==> src/rtl/pipeline_hazard_ctrl.sv <==
// Hazard and sequencing controller for a 5-stage pipeline: load-use/branch stall and flush,
// operand forwarding, and a wait-state FSM that freezes the pipe on slow data memory.
module pipeline_hazard_ctrl #(
  parameter int TIMEOUT_CYCLES = 255,
  parameter int CNT_W          = 16
) (
  input  logic             clk,
  input  logic             reset,
  input  logic [4:0]       RsD,
  input  logic [4:0]       RtD,
  input  logic [4:0]       RsE,
  input  logic [4:0]       RtE,
  input  logic [4:0]       WriteReg_E,
  input  logic [4:0]       WriteReg_M,
  input  logic [4:0]       WriteReg_W,
  input  logic             RegWrite_E,
  input  logic             RegWrite_M,
  input  logic             RegWrite_W,
  input  logic             MemToReg_E,
  input  logic             MemToReg_M,
  input  logic             Branch_D,
  input  logic             MemRead_M,
  input  logic             MemWrite_M,
  input  logic             mem_ack,
  output logic             mem_req,
  output logic             StallF,
  output logic             StallD,
  output logic             StallE,
  output logic             StallM,
  output logic             FlushE,
  output logic             FlushW,
  output logic [1:0]       ForwardAE,
  output logic [1:0]       ForwardBE,
  output logic             ForwardAD,
  output logic             ForwardBD,
  output logic             mem_timeout,
  output logic [CNT_W-1:0] stall_count
);

  localparam int TW = (TIMEOUT_CYCLES > 1) ? $clog2(TIMEOUT_CYCLES) : 1;

  typedef enum logic [1:0] {
    S_IDLE = 2'd0,
    S_WAIT = 2'd1,
    S_ERR  = 2'd2
  } state_t;

  state_t           state_q, state_d;
  logic [TW-1:0]    timer_q, timer_d;
  logic             mem_timeout_q, mem_timeout_d;
  logic [CNT_W-1:0] stall_count_q, stall_count_d;

  logic access_s;
  logic mem_stall_s;
  logic lwstall_s;
  logic brstall_s;
  logic stall_front_s;

  // Memory wait-state sequencing and the resulting pipeline freeze.
  always_comb begin
    state_d     = state_q;
    timer_d     = timer_q;
    mem_req     = 1'b0;
    mem_stall_s = 1'b0;
    access_s    = MemRead_M | MemWrite_M;
    case (state_q)
      S_IDLE: begin
        mem_req = access_s;
        if (access_s && !mem_ack) begin
          mem_stall_s = 1'b1;
          state_d     = S_WAIT;
          timer_d     = '0;
        end else begin
          state_d = S_IDLE;
        end
      end
      S_WAIT: begin
        mem_req = 1'b1;
        if (mem_ack) begin
          state_d = S_IDLE;
        end else if (timer_q == TW'(TIMEOUT_CYCLES - 1)) begin
          mem_stall_s = 1'b1;
          state_d     = S_ERR;
        end else begin
          mem_stall_s = 1'b1;
          timer_d     = timer_q + TW'(1);
        end
      end
      S_ERR: begin
        mem_stall_s = 1'b1;
        state_d     = S_ERR;
      end
      default: begin
        // An unreachable encoding is treated as a fault and frozen.
        mem_stall_s = 1'b1;
        state_d     = S_ERR;
      end
    endcase
  end

  // Data hazards, stall/flush fan-out and forwarding selects.
  always_comb begin
    lwstall_s = MemToReg_E && (RtE != 5'd0) && ((RtE == RsD) || (RtE == RtD));
    brstall_s = Branch_D &&
                ((RegWrite_E && (WriteReg_E != 5'd0) &&
                  ((WriteReg_E == RsD) || (WriteReg_E == RtD))) ||
                 (MemToReg_M && (WriteReg_M != 5'd0) &&
                  ((WriteReg_M == RsD) || (WriteReg_M == RtD))));
    stall_front_s = mem_stall_s | lwstall_s | brstall_s;

    StallF = stall_front_s;
    StallD = stall_front_s;
    StallE = mem_stall_s;
    StallM = mem_stall_s;
    FlushW = mem_stall_s;
    FlushE = (lwstall_s | brstall_s) & ~mem_stall_s;

    if ((RsE != 5'd0) && RegWrite_M && (WriteReg_M == RsE)) begin
      ForwardAE = 2'b10;
    end else if ((RsE != 5'd0) && RegWrite_W && (WriteReg_W == RsE)) begin
      ForwardAE = 2'b01;
    end else begin
      ForwardAE = 2'b00;
    end

    if ((RtE != 5'd0) && RegWrite_M && (WriteReg_M == RtE)) begin
      ForwardBE = 2'b10;
    end else if ((RtE != 5'd0) && RegWrite_W && (WriteReg_W == RtE)) begin
      ForwardBE = 2'b01;
    end else begin
      ForwardBE = 2'b00;
    end

    ForwardAD = RegWrite_M && (WriteReg_M != 5'd0) && (WriteReg_M == RsD);
    ForwardBD = RegWrite_M && (WriteReg_M != 5'd0) && (WriteReg_M == RtD);
  end

  // Sticky timeout flag and saturating front-end stall counter.
  always_comb begin
    mem_timeout_d = mem_timeout_q | (state_d == S_ERR);
    if (stall_front_s && (stall_count_q != {CNT_W{1'b1}})) begin
      stall_count_d = stall_count_q + CNT_W'(1);
    end else begin
      stall_count_d = stall_count_q;
    end
    mem_timeout = mem_timeout_q;
    stall_count = stall_count_q;
  end

  // State registers with synchronous reset.
  always_ff @(posedge clk) begin
    if (reset) begin
      state_q       <= S_IDLE;
      timer_q       <= '0;
      mem_timeout_q <= 1'b0;
      stall_count_q <= '0;
    end else begin
      state_q       <= state_d;
      timer_q       <= timer_d;
      mem_timeout_q <= mem_timeout_d;
      stall_count_q <= stall_count_d;
    end
  end

endmodule

==> config.mk <==
export PLATFORM = sky130hd
export DESIGN_NAME = pipeline_hazard_ctrl
export DESIGN_NICKNAME = d
export VERILOG_FILES = /design/src/rtl/pipeline_hazard_ctrl.sv
export SDC_FILE = /design/constraint.sdc
export NUM_CORES = 1
export LEC_CHECK = 0
export ABC_AREA = 1
export CORE_ASPECT_RATIO = 0.75
export CORE_MARGIN = 1.5
export CORE_UTILIZATION = 44
export CTS_BUF_LIST = sky130_fd_sc_hd__clkbuf_8
export CTS_CLUSTER_DIAMETER = 50
export DETAILED_ROUTE_END_ITERATION = 10
export GPL_TIMING_DRIVEN = 0
export PLACE_DENSITY = 0.8
export SYNTH_ARGS = -nofsm -noshare
export SYNTH_HDL_FRONTEND = slang
export SYNTH_SLANG_ARGS = --single-unit
==> constraint.sdc <==
create_clock -name clk -period 5.4 [get_ports clk]
set_input_delay 1.62 -clock clk [delete_from_list [all_inputs] [get_ports clk]]
set_output_delay 1.62 -clock clk [all_outputs]
set_load 0.005 [all_outputs]
# After elaboration in Yosys (flattened, before gate mapping)

Cells that the tools add are included.

Flip-flop bits (word level): 27
Bits in latches: 0
RAM bits: 0
Bits in read-only memories: 0
Word-level logic and storage cells: 78
Memories: 0

$add $sub $neg: 2
$mul: 0
Div/mod/pow operators: 0
Order comparisons: 0
Equal/unequal tests: 17
Shift operators: 0
Muxes and demuxes: 16
Bitwise gates (word level): 7
Reduce and logical (&&, ||, !) cells: 32

Operators by type and width:

| kind                                                                   | number |
|---|---|
| 5-bit equality test                                                    | 10 |
| 8-bit 2-to-1 mux                                                       | 3 |
| 1-bit logical AND                                                      | 20 |
| 5-bit nonzero test                                                     | 4 |
| 16-bit by 1-bit adder with 16-bit output (second input constant)       | 1 |
| 16-bit != test (second input constant)                                 | 1 |
| 8-bit one-hot mux with 2 select lines                                  | 1 |
| 8-bit by 1-bit adder with 8-bit output (second input constant)         | 1 |
| 8-bit equality test (second input constant)                            | 1 |
| 2-bit 2-to-1 mux                                                       | 4 |
| 2-bit != test (second input constant)                                  | 3 |
| 1-bit 2-to-1 mux                                                       | 5 |
| 1-bit bitwise OR                                                       | 5 |
| 1-bit logical OR                                                       | 4 |
| 1-bit one-hot mux with 2 select lines                                  | 2 |
| 2-bit one-hot mux with 2 select lines                                  | 1 |
| 4-bit AND reduction                                                    | 1 |
| 2-bit by 1-bit equality test with 1-bit output (second input constant) | 1 |
| 2-bit equality test (second input constant)                            | 1 |
| 2-bit logical NOT                                                      | 1 |
| 2-bit nonzero test                                                     | 1 |
| 1-bit AND                                                              | 1 |
| 1-bit logical NOT                                                      | 1 |
| 1-bit inverter                                                         | 1 |

# Longest topological paths before layout

Gate-level depths: netlist (run 1).

Depth in word-level cells: 7
Depth in mapped cells: 16
Depth with buffers taken out: 14

# Worst setup path before layout (run 1)

No wires, ideal clock.

Path type: input to output
Start: input port MemWrite_M
End: output port StallF
Data arrival time: 2.746 ns
Required time: 3.780 ns
Path slack: 1.034 ns
Cell stages on the path: 9
Path buffers: 2
Cells stage by stage: or2_2 > nand2_1 > nand2_1 > nand2_1 > nand2_1 > a21oi_1 > nand2_2 > buf_4 > buf_4

Word-level cells in the longest chain between the ends: 6

Ends and longest elaborated chain:

| what                                  | RTL line | RTL |
|---|---|---|
| from (decl)                           | 23       | `input logic MemWrite_M,` |
| 1-bit bitwise OR                      | 65       | `access_s = MemRead_M \| MemWrite_M;` |
| 1-bit logical AND                     | 69       | `if (access_s && !mem_ack) begin` |
| 1-bit 2-to-1 mux                      | 69       |  |
| 1-bit one-hot mux with 2 select lines | 66       | `case (state_q)` |
| net FlushW                            | 31       | `output logic FlushW,` |
| 1-bit bitwise OR (2 in a row)         | 109      | `stall_front_s = mem_stall_s \| lwstall_s \| brstall_s;` |
| to (decl)                             | 26       | `output logic StallF,` |

The timed path passes the listed nets, and every way through them passes these cells.

# Final worst setup path (run 1)

Start: input port MemWrite_M
End: output port StallF

Word-level cells in the longest chain between the ends: 6

Ends and longest elaborated chain:

| what                                  | RTL line |
|---|---|
| 1-bit bitwise OR                      | 65 |
| 1-bit logical AND                     | 69 |
| 1-bit 2-to-1 mux                      | 69 |
| 1-bit one-hot mux with 2 select lines | 66 |
| 1-bit bitwise OR (2 in a row)         | 109 |

No other way between the ends.

==> impl_metrics.ini, run 1 <==
[status]
status = finished clean

[setup_path]
worstPathArrival_ns = 3.66
cp_max_fo = 11
worstSetupPathType = input port to primary output
start_kind = input port
cp-end-kind = primary output
critPathRequiredTime_ns = 3.78

[place]
dpl.hpwl_um = 5230
pre_cts_ws_ns = -0.0817
globalplace.congestion = 0.896
port_buffers = 70
dpl_cell_area_um2 = 3120

[run]
maxCapViolCount = 0

[layout]
fin_nets = 515
areaGrowthSynthToFinish_pct = 38.1
n_antenna_cell = 0
final_common_cell = nand2_1
final_area_um2 = 3210
finish.utilization_pct = 64.4
drive_above_1_share_pct = 8.60
n_fill_cell = 447
layout_common_cells = nand2_1 (113), clkdlybuf4s50_1 (57), nor2_1 (52)

[global_route]
gr-total-overflow = 0
grt_pass1_vias = 2489
grtUsageTotal_pct = 23.4
grt_pass1_wl_um = 10900
antenna_found_initial = 0
grt_max_degree = 18

[clocking]
cts-root-buf = clkbuf_8
htreeDepth = 1
clock_sinks = 27
clk_pin_slew_ns = 0.11
clock_path_buffers = 2
clkLatencyLatePin_ns = 0.28
cts_tree = built
cts_buffers = 3

[timing]
hold_viol_final = 0
setup_tns_ns = 0
setup_viol = 0
tightest_slew_ns = 0.352
setup_slack_ns = 0.121
min_period_ns = 5.28
maxSlewHeadroom_pct = 76.3
drv_slew = 0
post-route-period-util_pct = 97.8
grt_setup_unrepaired = no
fmaxAchievable_mhz = 189
clock_skew_ns = 0.0129

[route]
wl_um = 6390
wl_met1_um = 3120
wl_per_cell_um = 11.9
avgViaCountPerCell = 4.90
via_count = 2633
firstDrtPassIters = 5
wl_met3_um = 403
routed.top_layer = met4
route.detailed.drc = 0
antenna_left = 0
met2_length_um = 2810
drt_iter0_drc = 193

[yosys]
synth_edf_count = 0
synth_seq_cells = 27
yosysSeqAreaShare_pct = 23.3
synthFlopType = dfxtp_1
synthArstFlopShare_pct = 0
postSynthCellCount = 391
avgSynthCellArea_um2 = 5.95
ys_warn_count = 0
ys_types = 32
syn-cell-area_um2 = 2320
synthesis.nets = 440

[floorplan]
io_pins = 76
fp-row-count = 22
initial_utilization_pct = 46.7
design.die.area_um2 = 5730
die_w_um = 86.9
coreArea_um2 = 4980
die_h_um = 66.0

[worst_hold_path]
hold_path.class = flop to flop

[pwr]
fin_total_pwr_w = 0.000482
ir_drop_v = 0.000175
power.leakage_nw = 1.60
powerDensity_nw_per_um2 = 150
==> power breakdown <==
group          switching [W]  internal (W)
combinational      0.0000770     0.0000753
clock              0.0000699     0.0000542
sequential        0.00000345      0.000202
total               0.000150      0.000332
==> cell families (layout without fill, tap and decap cells) <==
family | count (synthesis) | count (layout) | synth area share (%)
AO/OA/AOI/OAI | 35 | 35 | 8.29
XOR/XNOR | 25 | 25 | 9.42
adder cells (fa/ha/maj) | 3 | 3 | 1.61
buffers and inverters | 68 | 142 | 13.0
flip-flops | 27 | 27 | 23.3
AND/OR/NAND/NOR | 233 | 233 | 44.4
==> worst max-delay path, stage by stage <==
cell and delay (ns):
clkdlybuf4s50_1 0.39, or2_2 0.32, nand2_1 0.07, nand2_1 0.08, nand2_1 0.09, nand2_2 0.11, a21oi_2 0.17, nand2_4 0.10
buf_8 0.15, buf_4 0.13, clkdlybuf4s50_1 0.44
==> what timing repair did <==
item | in CTS | in global routing
endpoints found under the setup margin | 2 | 2
hold buffers | 0 | 0
pin swaps | 0 | 0
setup buffers | 0 | 0
endpoints found under the hold margin | 0 | 0
gates resized for setup | 4 | 16
==> metal layers <==
metal	vias to the layer above	global-route usage [%]
li1	1380	-
met1	1161	33.1
met2	88	38.3
met3	4	3.12
met4	0	3.83
met5	-	0
==> synthesized netlist by cell type, types with 2 or more instances <==
master	count	area share [%]
xnor2_1	8	3.0
buf_4	5	1.6
nor3_4	2	1.4
nand2_1	114	18
nand3_1	25	5.4
nor3b_1	2	0.65
o21ai_0	3	0.65
nor2_1	54	8.7
buf_2	5	1.1
nand4_1	10	2.7
inv_2	6	0.97
buf_6	3	1.5
dfxtp_1	27	23
xor2_1	17	6.4
ha_1	3	1.6
nand3b_1	2	0.65
nand2_2	4	1.1
or2_2	4	1.1
a31oi_1	2	0.54
nor4_1	3	0.81
a21oi_1	22	4.7
nor3_1	9	1.9
o22ai_1	4	1.1
o2111ai_1	2	0.75
inv_1	48	7.8
==> registers in the layout, indices dropped and copies added, names as in the netlist <==
| register | flops |
|---|---|
| timer_q | 8 |
| state_q | 2 |
| stall_count | 16 |
| mem_timeout | 1 |
==> stage by stage <==
| step | instances | hold slack [ns] |
|---|---|---|
| floorplan | 391 | 0.452 |
| global placement | 533 | 0.458 |
| detailed placement | 533 | 0.452 |
| CTS | 537 | 0.493 |
| global route | 537 | 0.511 |
| finish | 537 | 0.485 |
==> final timing paths <==
path,start,to,slack [ns],cells past startpoint
worst min register to register,mem_timeout,mem_timeout,0.48,2
worst min-delay path,mem_timeout,mem_timeout,0.48,2
worst max-delay path,MemWrite_M,StallF,0.12,11
worst max register to register,stall_count[0],stall_count[9],3.42,11
==> final cells by class <==
type	instances	area [µm²]	share of cell area [%]
clock buffers	3	41.3	1.29
plain buffers	13	104	3.23
repair buffers	70	722	22.5
clock inverters	1	8.76	0.273
inverters	55	206	6.43
flip-flops and latches	27	541	16.8
multi-input cells	296	1500	46.6
well taps	72	90.1	2.81
Power figures use the tool's default switching activity.
==> run 2: changes to the inputs <==
--- a/config.mk
+++ b/config.mk
@@ -8,12 +8,12 @@
 export ABC_AREA = 1
 export CORE_ASPECT_RATIO = 0.75
 export CORE_MARGIN = 1.5
-export CORE_UTILIZATION = 44
+export CORE_UTILIZATION = 45
 export CTS_BUF_LIST = sky130_fd_sc_hd__clkbuf_8
 export CTS_CLUSTER_DIAMETER = 50
 export DETAILED_ROUTE_END_ITERATION = 10
 export GPL_TIMING_DRIVEN = 0
-export PLACE_DENSITY = 0.8
+export PLACE_DENSITY = 0.82
 export SYNTH_ARGS = -nofsm -noshare
 export SYNTH_HDL_FRONTEND = slang
 export SYNTH_SLANG_ARGS = --single-unit
==> run 2 against run 1 <==
Against the previous run:
- sequential share of layout area about the same
- wire length shrank 0.67%
- total power is 0.77% lower
- cell count fell by 1.9%
- maximum frequency rose by 0.60%
- die area fell by 2.1%
- flip-flop and latch count stayed put
- cell area fell by 0.27%
- non-clock buffer count grew 2
- largest power group unchanged
- largest cell class unchanged
- count of clock-buffer cells in the layout did not move
==> impl_metrics.ini, run 2 (synthesized netlist as in run 1, its figures left out) <==
[setup_path]
cpPeakStageDelay_ns = 0.55
cpMaxStageDelayCell = clkdlybuf4s50_1
crit_buf_inv = 5
path_delay_family = buffers and inverters
worstPathCellList = clkdlybuf4s50_1, inv_1, nand2_1, nand2_1, nor2_1, nand3_1, nand2_1, a21oi_2, nand2_4, buf_8, buf_4, clkdlybuf4s50_1
critPathRequiredTime_ns = 3.78
cp_common_cell = nand2_1
worstSetupPathType = input port to primary output
cp-end-kind = primary output
worstPathArrival_ns = 3.63
rrSetupSlack_ns = 3.41
start_kind = input port
cp_max_fo = 7

[layout]
largest_reg_flops = 16
multi_input_area_um2 = 1490
areaGrowthSynthToFinish_pct = 37.7
fin_nets = 517
seqCellArea_um2 = 541
drive_above_1_share_pct = 8.57
n_fill_cell = 435
n_antenna_cell = 0
layout_common_cells = nand2_1 (114), clkdlybuf4s50_1 (55), nor2_1 (53)
final_common_cell = nand2_1

[place]
dpl.hpwl_um = 5110
pre_cts_ws_ns = -0.104
globalplace.congestion = 0.928
port_buffers = 70

[timing]
clock_skew_ns = 0.00271
tightest_slew_ns = 0.366
post-route-period-util_pct = 97.2
fmaxAchievable_mhz = 191
grt_setup_unrepaired = no
hold_viol_final = 0
setup_tns_ns = 0
maxSlewHeadroom_pct = 75.4
min_period_ns = 5.25
setup_slack_ns = 0.152
drv_slew = 0
setup_viol = 0

[status]
status = finished clean

[clocking]
clock_path_buffers = 2
clock_sinks = 27
cts_buffers = 3
cts_tree = built
cts-root-buf = clkbuf_8
clk_pin_slew_ns = 0.10
clkLatencyLatePin_ns = 0.28
htreeDepth = 1

[floorplan]
design.die.area_um2 = 5610
die_h_um = 65.2
initial_utilization_pct = 47.2
fp-row-count = 22
coreArea_um2 = 4930
io_pins = 76
die_w_um = 86.0

[global_route]
grt_max_degree = 17
antenna_found_initial = 0
grt_pass1_vias = 2452
grt_pass1_wl_um = 10700
grtUsageTotal_pct = 23.1
gr-total-overflow = 0

[route]
antenna_left = 0
firstDrtPassIters = 4
avgViaCountPerCell = 5.04
wl_um = 6340
via_count = 2655
wl_per_cell_um = 12.0
route.detailed.drc = 0
drt_iter0_drc = 155

[run]
maxCapViolCount = 0

[pwr]
power.leakage_nw = 1.61
ir_drop_v = 0.000139
powerDensity_nw_per_um2 = 149

[worst_hold_path]
hold_path.class = flop to flop
-- run 2: cell count changes in the layout (fill, tap and decap cells not counted), sizes merged --
cell           change
clkdlybuf4s50      -2
inv                -1
dlygate4sd2        +2
clkinvlp           +1
buf                +2
-- run 2: routing by layer --
layer	global-route usage (%)	share of wire (%)
met5	0	0
met4	3.83	1.2
met3	2.51	5.0
met2	38.9	45
met1	32.5	49
-- run 2: final timing paths --
path,start,endpoint,cells after the start
worst max-delay path,RtE[3],StallF,12
worst min-delay path,mem_timeout,mem_timeout,2
worst max register to register,stall_count[0],stall_count[9],11
worst min register to register,mem_timeout,mem_timeout,2
-- run 2: final cells by class --
class	count	share of cell area, %
inverters	55	6.45
flip-flops and latches	27	16.9
multi-input cells	296	46.6
plain buffers	13	3.24
well taps	60	2.34
clock inverters	1	0.234
repair buffers	72	22.9
clock buffers	3	1.29
-- run 2: power by group --
group          total, W  leakage, nW  switching, W  internal, W
Sequential     0.000206        0.218    0.00000329     0.000202
Clock          0.000120       0.0217     0.0000673    0.0000525
Combinational  0.000153         1.37     0.0000768    0.0000763
-- run 2: worst register-to-register path: cells and delay by family, from the launching register on --
family          cells  cell delay, ns
simple gates        6            0.82
compound gates      1            0.15
buf+inv             3            0.27
flops               1            0.42
fa+ha+maj           1            0.23
-- run 2: what timing repair did --
action / CTS / global route
hold buffers: 0 / 0
gates resized for setup: 6 / 14
cloned: 0 / 0
setup buffers: 0 / 2
setup endpoints to repair: 2 / 2
-- run 2: per-stage QoR --
stage	util (%)	power (W)	hold slack, ns	cells	area (µm²)
after floorplan	-	0.000288	0.452	391	2320
after global placement	62.9	0.000356	0.453	521	3100
after detailed placement	62.9	0.000358	0.459	521	3100
after CTS	63.9	0.000476	0.486	525	3150
after global routing	65.0	0.000506	0.527	527	3200
final	65.0	0.000478	0.476	527	3200
==> run 3: changes to the inputs <==
--- a/config.mk
+++ b/config.mk
@@ -13,6 +13,7 @@
 export CTS_CLUSTER_DIAMETER = 50
 export DETAILED_ROUTE_END_ITERATION = 10
 export GPL_TIMING_DRIVEN = 0
+export MAX_ROUTING_LAYER = met4
 export PLACE_DENSITY = 0.82
 export SYNTH_ARGS = -nofsm -noshare
 export SYNTH_HDL_FRONTEND = slang
==> run 3 against run 2 <==
Against the previous run:
- sequential share of layout area stayed put
- wire length is 0.28% higher
- non-clock buffer count stayed put
- count of clock-buffer cells in the layout stayed put
- flip-flop and latch count stayed put
- via count is 0.23% lower
- worst hold slack hardly changed
- clock skew hardly changed
- critical endpoint unchanged
==> impl_metrics.ini, run 3 (synthesized netlist as in run 1, its figures left out) <==
[global_route]
grt_pass1_vias = 2447
antenna_found_initial = 0
grt_max_degree = 17
grt_pass1_wl_um = 10700
gr-total-overflow = 0
grtUsageTotal_pct = 23.7

[timing]
drv_slew = 0
setup_viol = 0
grt_setup_unrepaired = no
clock_skew_ns = 0.00232
tightest_slew_ns = 0.366
post-route-period-util_pct = 97.2
setup_tns_ns = 0
maxSlewHeadroom_pct = 75.4
min_period_ns = 5.25
setup_slack_ns = 0.152
hold_viol_final = 0
fmaxAchievable_mhz = 191

[floorplan]
coreArea_um2 = 4930
fp-row-count = 22
initial_utilization_pct = 47.2
io_pins = 76
die_h_um = 65.2
die_w_um = 86.0
design.die.area_um2 = 5610

[setup_path]
worstSetupPathType = input port to primary output
cp-end-kind = primary output
critPathRequiredTime_ns = 3.78
cpMaxStageDelayCell = clkdlybuf4s50_1
worstPathArrival_ns = 3.63
start_kind = input port
cp_max_fo = 7
worstPathCellList = clkdlybuf4s50_1, inv_1, nand2_1, nand2_1, nor2_1, nand3_1, nand2_1, a21oi_2, nand2_4, buf_8, buf_4, clkdlybuf4s50_1
cpPeakStageDelay_ns = 0.55
cp_common_cell = nand2_1

[route]
wl_per_cell_um = 12.1
wl_um = 6360
route.detailed.drc = 0
avgViaCountPerCell = 5.03
drt_iter0_drc = 153
firstDrtPassIters = 4
via_count = 2649
antenna_left = 0

[pwr]
power.leakage_nw = 1.61
ir_drop_v = 0.000139
powerDensity_nw_per_um2 = 150
fin_total_pwr_w = 0.000479

[layout]
n_antenna_cell = 0
largest_reg_flops = 16
multi_input_area_um2 = 1490
layout_common_cells = nand2_1 (114), clkdlybuf4s50_1 (55), nor2_1 (53)
fin_nets = 517
areaGrowthSynthToFinish_pct = 37.7
drive_above_1_share_pct = 8.57
final_common_cell = nand2_1
n_fill_cell = 435
seqCellArea_um2 = 541

[clocking]
cts_buffers = 3
clock_sinks = 27
clkLatencyLatePin_ns = 0.28
cts_hold_buf = 0
cts-root-buf = clkbuf_8
htreeDepth = 1
clock_path_buffers = 2
cts_tree = built
clk_pin_slew_ns = 0.10

[place]
globalplace.congestion = 0.944
port_buffers = 70
dpl.hpwl_um = 5110
pre_cts_ws_ns = -0.104

[status]
status = finished clean

[worst_hold_path]
hold_path.class = flop to flop

[run]
maxCapViolCount = 0
[run 3: cell counts in the layout (fill, tap and decap cells not counted)]
Identical to the previous run, type by type.
[run 3: layout make-up]
| class | instances | area share [%] |
|---|---|---|
| multi-input cells | 296 | 46.6 |
| repair buffers | 72 | 22.9 |
| flip-flops and latches | 27 | 16.9 |
| inverters | 55 | 6.45 |
| plain buffers | 13 | 3.24 |
| well taps | 60 | 2.34 |
| clock buffers | 3 | 1.29 |
| clock inverters | 1 | 0.234 |
[run 3: repair_timing]
action,CTS,global route
gates resized for setup,6,14
setup buffers,0,2
hold endpoints to repair,0,0
setup endpoints to repair,2,2
[run 3: routing by layer]
metal / global-route usage (%) / routed length (µm)
met1: 32.5 / 3120
met2: 38.9 / 2840
met3: 2.51 / 324
met4: 3.83 / 80
met5: - / 0
[run 3: per-stage QoR]
step / std cells / instance area [µm²] / hold WS, ns / utilization, %
6_report: 527 / 3200 / 0.476 / 65.0
5_1_grt: 527 / 3200 / 0.527 / 65.0
4_1_cts: 525 / 3150 / 0.486 / 63.9
3_5_place_dp: 521 / 3100 / 0.459 / 62.9
3_3_place_gp: 521 / 3100 / 0.453 / 62.9
2_1_floorplan: 391 / 2320 / 0.452 / -
[run 3: critical path: cells and delay by family]
| family | cells | cell delay [ns] |
|---|---|---|
| compound gates | 1 | 0.08 |
| buf+inv | 5 | 1.38 |
| simple gates | 6 | 0.53 |
[run 3: worst paths after layout]
kind	start	endpoint	slack (ns)	depth (start not counted)
worst max-delay path	RtE[3]	StallF	0.15	12
worst min register to register	mem_timeout	mem_timeout	0.48	2
worst min-delay path	mem_timeout	mem_timeout	0.48	2
worst max register to register	stall_count[0]	stall_count[9]	3.40	11
[run 3: power by group]
group	internal [W]	total, W	switching, W
combinational	0.0000763	0.000153	0.0000769
clock	0.0000525	0.000120	0.0000677
sequential	0.000202	0.000206	0.00000330
